<file path="config.mk">
export PLATFORM = sky130hd
export DESIGN_NAME = pipeline_hazard_ctrl
export DESIGN_NICKNAME = d
export VERILOG_FILES = /design/src/rtl/pipe_ctrl_pkg.sv /design/src/rtl/hazard_cmp.sv /design/src/rtl/pipeline_hazard_ctrl.sv
export SDC_FILE = /design/constraint.sdc
export NUM_CORES = 1
export LEC_CHECK = 0
export ABC_AREA = 1
export CORE_UTILIZATION = 55
export CTS_BUF_LIST = sky130_fd_sc_hd__clkbuf_2
export CTS_CLUSTER_SIZE = 25
export DETAILED_ROUTE_END_ITERATION = 7
export GPL_TIMING_DRIVEN = 0
export PLACE_DENSITY_LB_ADDON = 0.2
export SYNTH_ARGS = -nofsm -noshare
export SYNTH_HDL_FRONTEND = slang
export SYNTH_SLANG_ARGS = --single-unit
</file>
<file path="constraint.sdc">
create_clock -name CLK -period 5.65 [get_ports CLK]
set_input_delay 1.695 -clock CLK [delete_from_list [all_inputs] [get_ports CLK]]
set_output_delay 1.695 -clock CLK [all_outputs]
set_load 0.01 [all_outputs]
</file>
<file path="src/rtl/pipe_ctrl_pkg.sv">
`default_nettype none
// +----------------------------------------------------------------------+
// | pipe_ctrl_pkg : shared types for the pipeline hazard controller      |
// | Rev 1.0                                                              |
// +----------------------------------------------------------------------+
package pipe_ctrl_pkg;

  // Tracker rd is stored at this width; REG_ADDR_W must not exceed it.
  localparam int TRK_RD_W = 8;

  localparam logic [TRK_RD_W-1:0] ZERO_REG = '0;

  typedef enum logic [0:0] {
    RUN      = 1'b0,
    MEM_WAIT = 1'b1
  } state_e;

  typedef struct packed {
    logic                valid;
    logic                regwrite;
    logic                is_load;
    logic [TRK_RD_W-1:0] rd;
  } trk_t;

endpackage
`default_nettype wire

</file>
<file path="src/rtl/hazard_cmp.sv">
`default_nettype none
// +----------------------------------------------------------------------+
// | hazard_cmp : RAW check of the ID sources against one stage tracker   |
// | Rev 1.0                                                              |
// +----------------------------------------------------------------------+
module hazard_cmp
  import pipe_ctrl_pkg::*;
#(
  parameter int LOAD_ONLY = 0
) (
  input  logic                use1_i,
  input  logic                use2_i,
  input  logic [TRK_RD_W-1:0] rs1_i,
  input  logic [TRK_RD_W-1:0] rs2_i,
  input  trk_t                trk_i,
  output logic                hit_o
);

  logic w_writer;
  logic w_rs1_hit;
  logic w_rs2_hit;

  // With LOAD_ONLY set, only a load in this stage is a hazard (the rest forward).
  assign w_writer  = trk_i.valid && trk_i.regwrite &&
                     ((LOAD_ONLY != 0) ? trk_i.is_load : 1'b1);
  assign w_rs1_hit = use1_i && (rs1_i != ZERO_REG) && (trk_i.rd == rs1_i);
  assign w_rs2_hit = use2_i && (rs2_i != ZERO_REG) && (trk_i.rd == rs2_i);
  assign hit_o     = w_writer && (w_rs1_hit || w_rs2_hit);

endmodule
`default_nettype wire

</file>
<file path="src/rtl/pipeline_hazard_ctrl.sv">
`default_nettype none
// +----------------------------------------------------------------------+
// | pipeline_hazard_ctrl : stall/flush/freeze control for 5-stage pipe   |
// | Rev 1.0                                                              |
// +----------------------------------------------------------------------+
module pipeline_hazard_ctrl
  import pipe_ctrl_pkg::*;
#(
  parameter int FORWARDING = 1,
  parameter int REG_ADDR_W = 5,
  parameter int CNT_W      = 32
) (
  input  logic                  CLK,
  input  logic                  RST_N,
  input  logic                  IDValid,
  input  logic [REG_ADDR_W-1:0] IDrs1,
  input  logic [REG_ADDR_W-1:0] IDrs2,
  input  logic                  IDUsesRs1,
  input  logic                  IDUsesRs2,
  input  logic [REG_ADDR_W-1:0] IDrd,
  input  logic                  IDRegWrite,
  input  logic                  IDIsLoad,
  input  logic                  EXBranchTaken,
  input  logic                  MemReq,
  input  logic                  MemAck,
  output logic                  PCWrite,
  output logic                  IFIDWrite,
  output logic                  IFIDFlush,
  output logic                  IDEXWrite,
  output logic                  IDEXFlush,
  output logic                  EXMEMWrite,
  output logic [CNT_W-1:0]      StallCycles
);

  state_e           state_q, state_d;
  trk_t             ex_q, ex_d;
  trk_t             mem_q, mem_d;
  logic [CNT_W-1:0] stall_q, stall_d;

  logic w_freeze, w_loaduse, w_ex_hit, w_mem_hit, w_use1, w_use2;
  logic [TRK_RD_W-1:0] w_rs1, w_rs2;

  assign w_use1 = IDValid && IDUsesRs1;
  assign w_use2 = IDValid && IDUsesRs2;
  assign w_rs1  = TRK_RD_W'(IDrs1);
  assign w_rs2  = TRK_RD_W'(IDrs2);

  hazard_cmp #(.LOAD_ONLY(FORWARDING)) u_cmp_ex (
    .use1_i (w_use1),
    .use2_i (w_use2),
    .rs1_i  (w_rs1),
    .rs2_i  (w_rs2),
    .trk_i  (ex_q),
    .hit_o  (w_ex_hit)
  );

  hazard_cmp #(.LOAD_ONLY(0)) u_cmp_mem (
    .use1_i (w_use1),
    .use2_i (w_use2),
    .rs1_i  (w_rs1),
    .rs2_i  (w_rs2),
    .trk_i  (mem_q),
    .hit_o  (w_mem_hit)
  );

  assign w_loaduse = (FORWARDING != 0) ? w_ex_hit : (w_ex_hit || w_mem_hit);
  // The ack cycle of a waited access is a normal RUN cycle.
  assign w_freeze  = (state_q == RUN) ? (MemReq && !MemAck) : !MemAck;

  always_comb begin
    state_d = state_q;
    case (state_q)
      RUN:      if (MemReq && !MemAck) state_d = MEM_WAIT;
      MEM_WAIT: if (MemAck) state_d = RUN;
      default:  state_d = RUN;
    endcase
  end

  always_comb begin
    PCWrite    = 1'b1;
    IFIDWrite  = 1'b1;
    IFIDFlush  = 1'b0;
    IDEXWrite  = 1'b1;
    IDEXFlush  = 1'b0;
    EXMEMWrite = 1'b1;
    if (!RST_N) begin
      PCWrite    = 1'b0;
      IFIDWrite  = 1'b0;
      IFIDFlush  = 1'b1;
      IDEXWrite  = 1'b0;
      IDEXFlush  = 1'b1;
      EXMEMWrite = 1'b0;
    end else if (w_freeze) begin
      PCWrite    = 1'b0;
      IFIDWrite  = 1'b0;
      IDEXWrite  = 1'b0;
      EXMEMWrite = 1'b0;
    end else if (EXBranchTaken) begin
      IFIDFlush  = 1'b1;
      IDEXFlush  = 1'b1;
    end else if (w_loaduse) begin
      PCWrite    = 1'b0;
      IFIDWrite  = 1'b0;
      IDEXFlush  = 1'b1;
    end
  end

  always_comb begin
    ex_d  = ex_q;
    mem_d = mem_q;
    if (IDEXWrite) begin
      ex_d.valid    = IDValid && !IDEXFlush;
      ex_d.regwrite = IDRegWrite;
      ex_d.is_load  = IDIsLoad;
      ex_d.rd       = TRK_RD_W'(IDrd);
    end
    if (EXMEMWrite) mem_d = ex_q;
  end

  always_comb begin
    stall_d = stall_q;
    if ((w_freeze || (w_loaduse && !EXBranchTaken)) && (stall_q != {CNT_W{1'b1}}))
      stall_d = stall_q + CNT_W'(1);
  end

  always_ff @(posedge CLK) begin
    if (!RST_N) begin
      state_q <= RUN;
      ex_q    <= '0;
      mem_q   <= '0;
      stall_q <= '0;
    end else begin
      state_q <= state_d;
      ex_q    <= ex_d;
      mem_q   <= mem_d;
      stall_q <= stall_d;
    end
  end

  assign StallCycles = stall_q;

endmodule
`default_nettype wire

</file>
==> results.json, run 1 <==
{
  "wire_per_inst_um": 13.6,
  "crit_chain": "clkdlybuf4s50_1, clkinv_1, nor2_2, nand2_1, inv_1, buf_4, clkdlybuf4s50_1",
  "ant_nets": 0,
  "dpl.hpwl_um": 5590,
  "avgSynthCellArea_um2": 6.39,
  "grt_max_degree": 14,
  "grtUsageTotal_pct": 29.5,
  "critical_path_required_ns": 3.95,
  "synth_edf_count": 0,
  "synth_top_area_share_pct": 31.5,
  "synthCells": 407,
  "dieArea_mm2": 0.00501,
  "hp-class": "flop to flop",
  "worst_pin_slew_ns": 0.487,
  "setup_ws_ns": 0.271,
  "p_leak_nw": 1.26,
  "period_minus_slack_ns": 5.38,
  "synth_flop_cell": "dfxtp_1",
  "slowest_stage": "clkdlybuf4s50_1",
  "cts.clk_slew.worst_paths_ns": 0.21,
  "cts_tree": "done",
  "clock_tree.root_cell": "clkbuf_2",
  "gp_congestion": 0.956,
  "critPathArrivalTime_ns": 3.68,
  "ys_types": 29,
  "vias": 2891,
  "synth.area.top_cells": "dfxtp_1 (32%), nand2_1 (18%), nand3_1 (8.7%)",
  "nets": 502,
  "syn_to_final_growth_pct": 29.0,
  "vdd_drop_max_uv": 122,
  "overflow": 0,
  "start_util_pct": 58.6,
  "clock_latency_ns": 0.43,
  "yosysSeqAreaShare_pct": 31.5,
  "setup_violations": 0,
  "max_stage_delay_ns": 0.52,
  "synthMostInstantiatedCell": "nand2_1",
  "layout.cells.non_filler": 529,
  "ys_warn_count": 0,
  "path_common_cell": "clkdlybuf4s50_1",
  "setup.worst_path.start_class": "input port",
  "power.density_mw_per_mm2": 164,
  "coreArea_mm2": 0.00444,
  "clock_tree.buffer_depth": 2,
  "yosys-top-cells-count": "nand2_1 (127), nand3_1 (45), nor2_1 (44)",
  "slew_headroom_pct": 67.2,
  "ys_async_sr_fraction_pct": 0,
  "reg2reg_slack_ns": 3.27,
  "finalMaxSlewViolations": 0,
  "fin_skew_ns": 0.0122,
  "cp_max_fo": 11,
  "antennaDiodeCount": 0,
  "cts_buffers": 5,
  "drtIter0Drc": 288,
  "drive_gt1_share_pct": 5.45,
  "ys_seq_elements": 41,
  "cts_resized": 0,
  "htreeDepth": 2,
  "dieWidth_um": 70.8,
  "path_buf_inv": 5,
  "io_buffers": 62,
  "synth_area_mm2": 0.00260,
  "avgViaCountPerCell": 5.47,
  "dr.pass1.iters": 8,
  "timing.fmax_ghz": 0.186,
  "crit_family": "buffers and inverters",
  "finalHoldViolCount": 0,
  "pin_count": 63,
  "synth_nets": 433,
  "cts_setup_buffers": 0,
  "grt_pass1_wl_um": 11700,
  "synth_largest_area_cell": "dfxtp_1",
  "cp-end-kind": "output port",
  "path_class": "input port to output port",
  "grt_pass1_vias": 2520,
  "preCtsSetupSlack_ns": 0.0821,
  "dpl.cell_count": 521,
  "violations": "DRC",
  "routed_wl_um": 7220,
  "maxCapViolations": 0,
  "antenna_found_initial": 0,
  "setup_tns_ns": 0,
  "outcome": "finished with violations",
  "rows": 24,
  "finalCritPeriodShare_pct": 95.2,
  "die_h_um": 70.8,
  "clock-sinks": 41,
  "rsz0062_at_grt": "no",
  "route.detailed.drc": 4,
  "holdBufCountCts": 0
}
==> per-layer routing <==
layer  global-route usage, %  vias up  share of wire (%)
met5                       0        -                  0
met4                    6.67        0               0.85
met3                    4.56        8                7.1
met2                    46.3      129                 44
met1                    42.8     1296                 48
li1                        -     1458                  -
==> through the flow <==
step                      power, W  cell area, um2  utilization (%)  hold slack [ns]
after floorplan           0.000342            2600                -            0.442
after global placement    0.000376            3290             74.0            0.456
after detailed placement  0.000378            3290             74.0            0.464
after CTS                 0.000551            3350             75.5            0.506
after global routing      0.000569            3360             75.5            0.525
final                     0.000552            3360             75.5            0.507
==> sequential cells by signal, summed over array words and instances (netlist names) <==
name         flops
state_q          1
ex_q             8
StallCycles     32
==> where the power goes <==
part           internal (W)  switching, W   total, W  leakage (nW)
clock             0.0000731      0.000106   0.000180        0.0366
combinational     0.0000362     0.0000365  0.0000727         0.894
sequential         0.000295    0.00000459   0.000300         0.332
total              0.000404      0.000148   0.000552          1.26
==> kinds of logic (layout without fill, tap and decap cells) <==
group | count (synthesis) | in the layout | synth area share [%]
simple gates | 246 | 246 | 41.7
xor+xnor | 28 | 28 | 9.42
flops | 41 | 41 | 31.5
compound gates | 42 | 42 | 8.41
fa+ha+maj | 1 | 1 | 0.481
buf+inv | 49 | 119 | 8.41
==> cell type report <==
class,instances,area (um2)
fillers,379,1090
plain buffers,14,87.6
inverters,35,131
well taps,52,65.1
multi-input cells,317,1570
clock buffers,5,25.0
clock inverters,3,41.3
flip-flops and latches,41,821
repair buffers,62,621
==> worst reg2reg max path: stages (launching register included) <==
cell,delay [ns]
dfxtp_1,0.55
ha_1,0.34
nand3_2,0.19
nor2_2,0.16
nand3b_1,0.14
nor3_4,0.19
nand4_4,0.19
clkbuf_1,0.29
nand3_1,0.15
a21oi_1,0.07
==> cell usage in the layout, fill, tap and decap left out, drive strengths merged <==
cell type	count
clkinvlp	1
a21oi	33
a22o	2
nor4	1
clkinv	2
ha	1
o21ai	6
inv	34
buf	9
nor2	45
clkbuf	10
dfxtp	41
o22ai	1
nand3	46
xnor2	7
bufinv	1
nor3b	1
xor2	21
nand3b	1
nand4	6
nor3	18
clkdlybuf4s50	62
nand2	128
==> worst paths after layout <==
| path | from | endpoint | depth (start not counted) |
|---|---|---|---|
| worst max-delay path | RST_N | PCWrite | 7 |
| worst min-delay path | ex_q[10] | ex_q[10] | 2 |
| worst max register to register | StallCycles[0] | StallCycles[3] | 9 |
| worst min register to register | ex_q[10] | ex_q[10] | 2 |
No activity file was read; power rests on OpenSTA's default activity.
==> run 2, diff against run 1 <==
CTS_CLUSTER_DIAMETER = 100   (was default)
SETUP_SLACK_MARGIN = 0.4   (was default)
==> run 2 against run 1 <==
  * The run still ends with DRC left
  * Register-to-register slack about the same
  * Non-clock buffer count up 3
  * Setup slack better by 0.31 ns
  * Sequential power about the same
  * Global-route usage unchanged
  * Fmax up 6.1%
  * Critical path type unchanged
  * Critical endpoint is now IDEXWrite
  * Largest cell class unchanged
==> results.json, run 2 (synthesis gave the netlist of run 1 again) <==
{
  "outcome": "finished with violations",
  "violations": "DRC",
  "multi_input_area_mm2": 0.00157,
  "p_leak_nw": 1.29,
  "crit_family": "buffers and inverters",
  "die_h_um": 70.8,
  "placed_cell_area_mm2": 0.00329,
  "drtIter0Drc": 257,
  "period_minus_slack_ns": 5.07,
  "timing.fmax_ghz": 0.197,
  "dpl.cell_count": 521,
  "grt_max_degree": 14,
  "io_buffers": 62,
  "clock_latency_ns": 0.42,
  "nets": 505,
  "clock-sinks": 41,
  "finalHoldViolCount": 0,
  "rsz0062_at_grt": "no",
  "antennaDiodeCount": 0,
  "grtUsageTotal_pct": 29.5,
  "cp_max_fo": 7,
  "vias": 2908,
  "cts_tree": "done",
  "path_class": "input port to output port",
  "slew_headroom_pct": 67.3,
  "cts_buffers": 5,
  "vdd_drop_max_uv": 121,
  "crit_path_start": "RST_N",
  "cp-end-kind": "output port",
  "route.detailed.drc": 4,
  "layout.cells.non_filler": 532,
  "setup_tns_ns": 0,
  "wire_per_inst_um": 13.6,
  "final_common_cell": "nand2_1",
  "path_buf_inv": 5,
  "final_cell_area_mm2": 0.00339,
  "utilization_pct": 76.2,
  "slowest_stage": "clkdlybuf4s50_1",
  "gp_congestion": 0.956,
  "reg2reg_slack_ns": 3.27,
  "finalCritPeriodShare_pct": 89.8,
  "dpl.hpwl_um": 5590,
  "dr.pass1.iters": 8,
  "avgViaCountPerCell": 5.47,
  "worstReg2RegStart": "StallCycles[0]",
  "setup.worst_path.start_class": "input port",
  "critical_path_required_ns": 3.95,
  "r2r_end": "StallCycles[5]",
  "clock_tree.buffer_depth": 2,
  "overflow": 0,
  "seq_area_um2": 821,
  "drive_gt1_share_pct": 6.04,
  "htreeDepth": 2,
  "pin_count": 63,
  "critPathArrivalTime_ns": 3.38,
  "layout_common_cells": "nand2_1 (127), clkdlybuf4s50_1 (61), nand3_1 (45), nor2_1 (43), dfxtp_1 (41)",
  "grt_pass1_wl_um": 11700,
  "crit_chain": "clkdlybuf4s50_1, clkinv_1, nor2_4, buf_4, buf_4, clkdlybuf4s50_1",
  "syn_to_final_growth_pct": 30.1,
  "coreArea_mm2": 0.00444,
  "path_depth": 6,
  "finalMaxSlewViolations": 0,
  "cts.clk_slew.worst_paths_ns": 0.21,
  "antenna_found_initial": 0,
  "grt_pass1_vias": 2520,
  "ant_nets": 0,
  "dieArea_mm2": 0.00501,
  "clock_tree.root_cell": "clkbuf_2",
  "hold_start": "ex_q[10]",
  "critPathCapture": "IDEXWrite",
  "dieWidth_um": 70.8,
  "reg2reg_depth": 9,
  "routed_wl_um": 7240,
  "maxCapViolations": 0,
  "worst_pin_slew_ns": 0.487,
  "fin_skew_ns": 0.0113,
  "fillCellCount": 368,
  "power.density_mw_per_mm2": 163,
  "largest_register_ff_count": 32,
  "hp-class": "flop to flop",
  "holdBufCountCts": 0,
  "start_util_pct": 58.6,
  "rows": 24,
  "setup_violations": 0,
  "max_stage_delay_ns": 0.52
}
-- run 2: changes by cell type in the layout (fill, tap and decap cells not counted) --
cell / change
buf_4: +3
nor2_2: -1
dlymetal6s2s_1: +1
nor2_4: +1
clkdlybuf4s50_1: -1
-- run 2: worst min path at each step --
stage                 endpoint  cells past startpoint
2_1_floorplan          ex_q[8]                      1
3_3_place_gp           ex_q[8]                      1
3_5_place_dp           ex_q[9]                      1
4_1_cts        StallCycles[31]                      2
5_1_grt               ex_q[10]                      2
6_report              ex_q[10]                      2
-- run 2: power by group --
group / switching [W] / internal (W)
Clock: 0.000105 / 0.0000731
Sequential: 0.00000461 / 0.000295
Combinational: 0.0000375 / 0.0000379
Total: 0.000147 / 0.000406
-- run 2: routing by layer --
metal | vias up | track usage, % | wire length (um)
met1 | 1321 | 42.8 | 3460
met4 | 0 | 6.67 | 72
met5 | - | 0 | 0
li1 | 1469 | - | -
met2 | 107 | 46.3 | 3230
met3 | 11 | 4.56 | 476
-- run 2: timing repair --
item | CTS | global route
setup endpoints to repair | 4 | 2
setup buffers | 0 | 3
gates resized for setup | 2 | 1
pin swaps | 0 | 1
-- run 2: worst reg2reg max path, cell delays in order (launching register included) --
cell	delay (ns)
dfxtp_1	0.55
ha_1	0.35
nand3_2	0.19
nor2_2	0.16
nand3b_1	0.14
nor3_4	0.19
nand4_4	0.19
clkbuf_1	0.30
nand3_1	0.15
a21oi_1	0.08
-- run 2: final cells by class --
cell class,count,area share [%]
Inverter,35,3.88
Clock buffer,5,0.739
Tap cell,52,1.92
Timing Repair Buffer,65,19.1
Buffer,14,2.59
Sequential cell,41,24.2
Clock inverter,3,1.22
Multi-Input combinational cell,317,46.4
-- run 2: per-stage QoR --
step	setup slack, ns	hold slack (ns)	power [W]
floorplan	1.29	0.442	0.000342
global placement	0.133	0.456	0.000376
detailed placement	0.0821	0.464	0.000378
CTS	0.403	0.506	0.000552
global route	0.462	0.526	0.000572
finish	0.579	0.509	0.000553
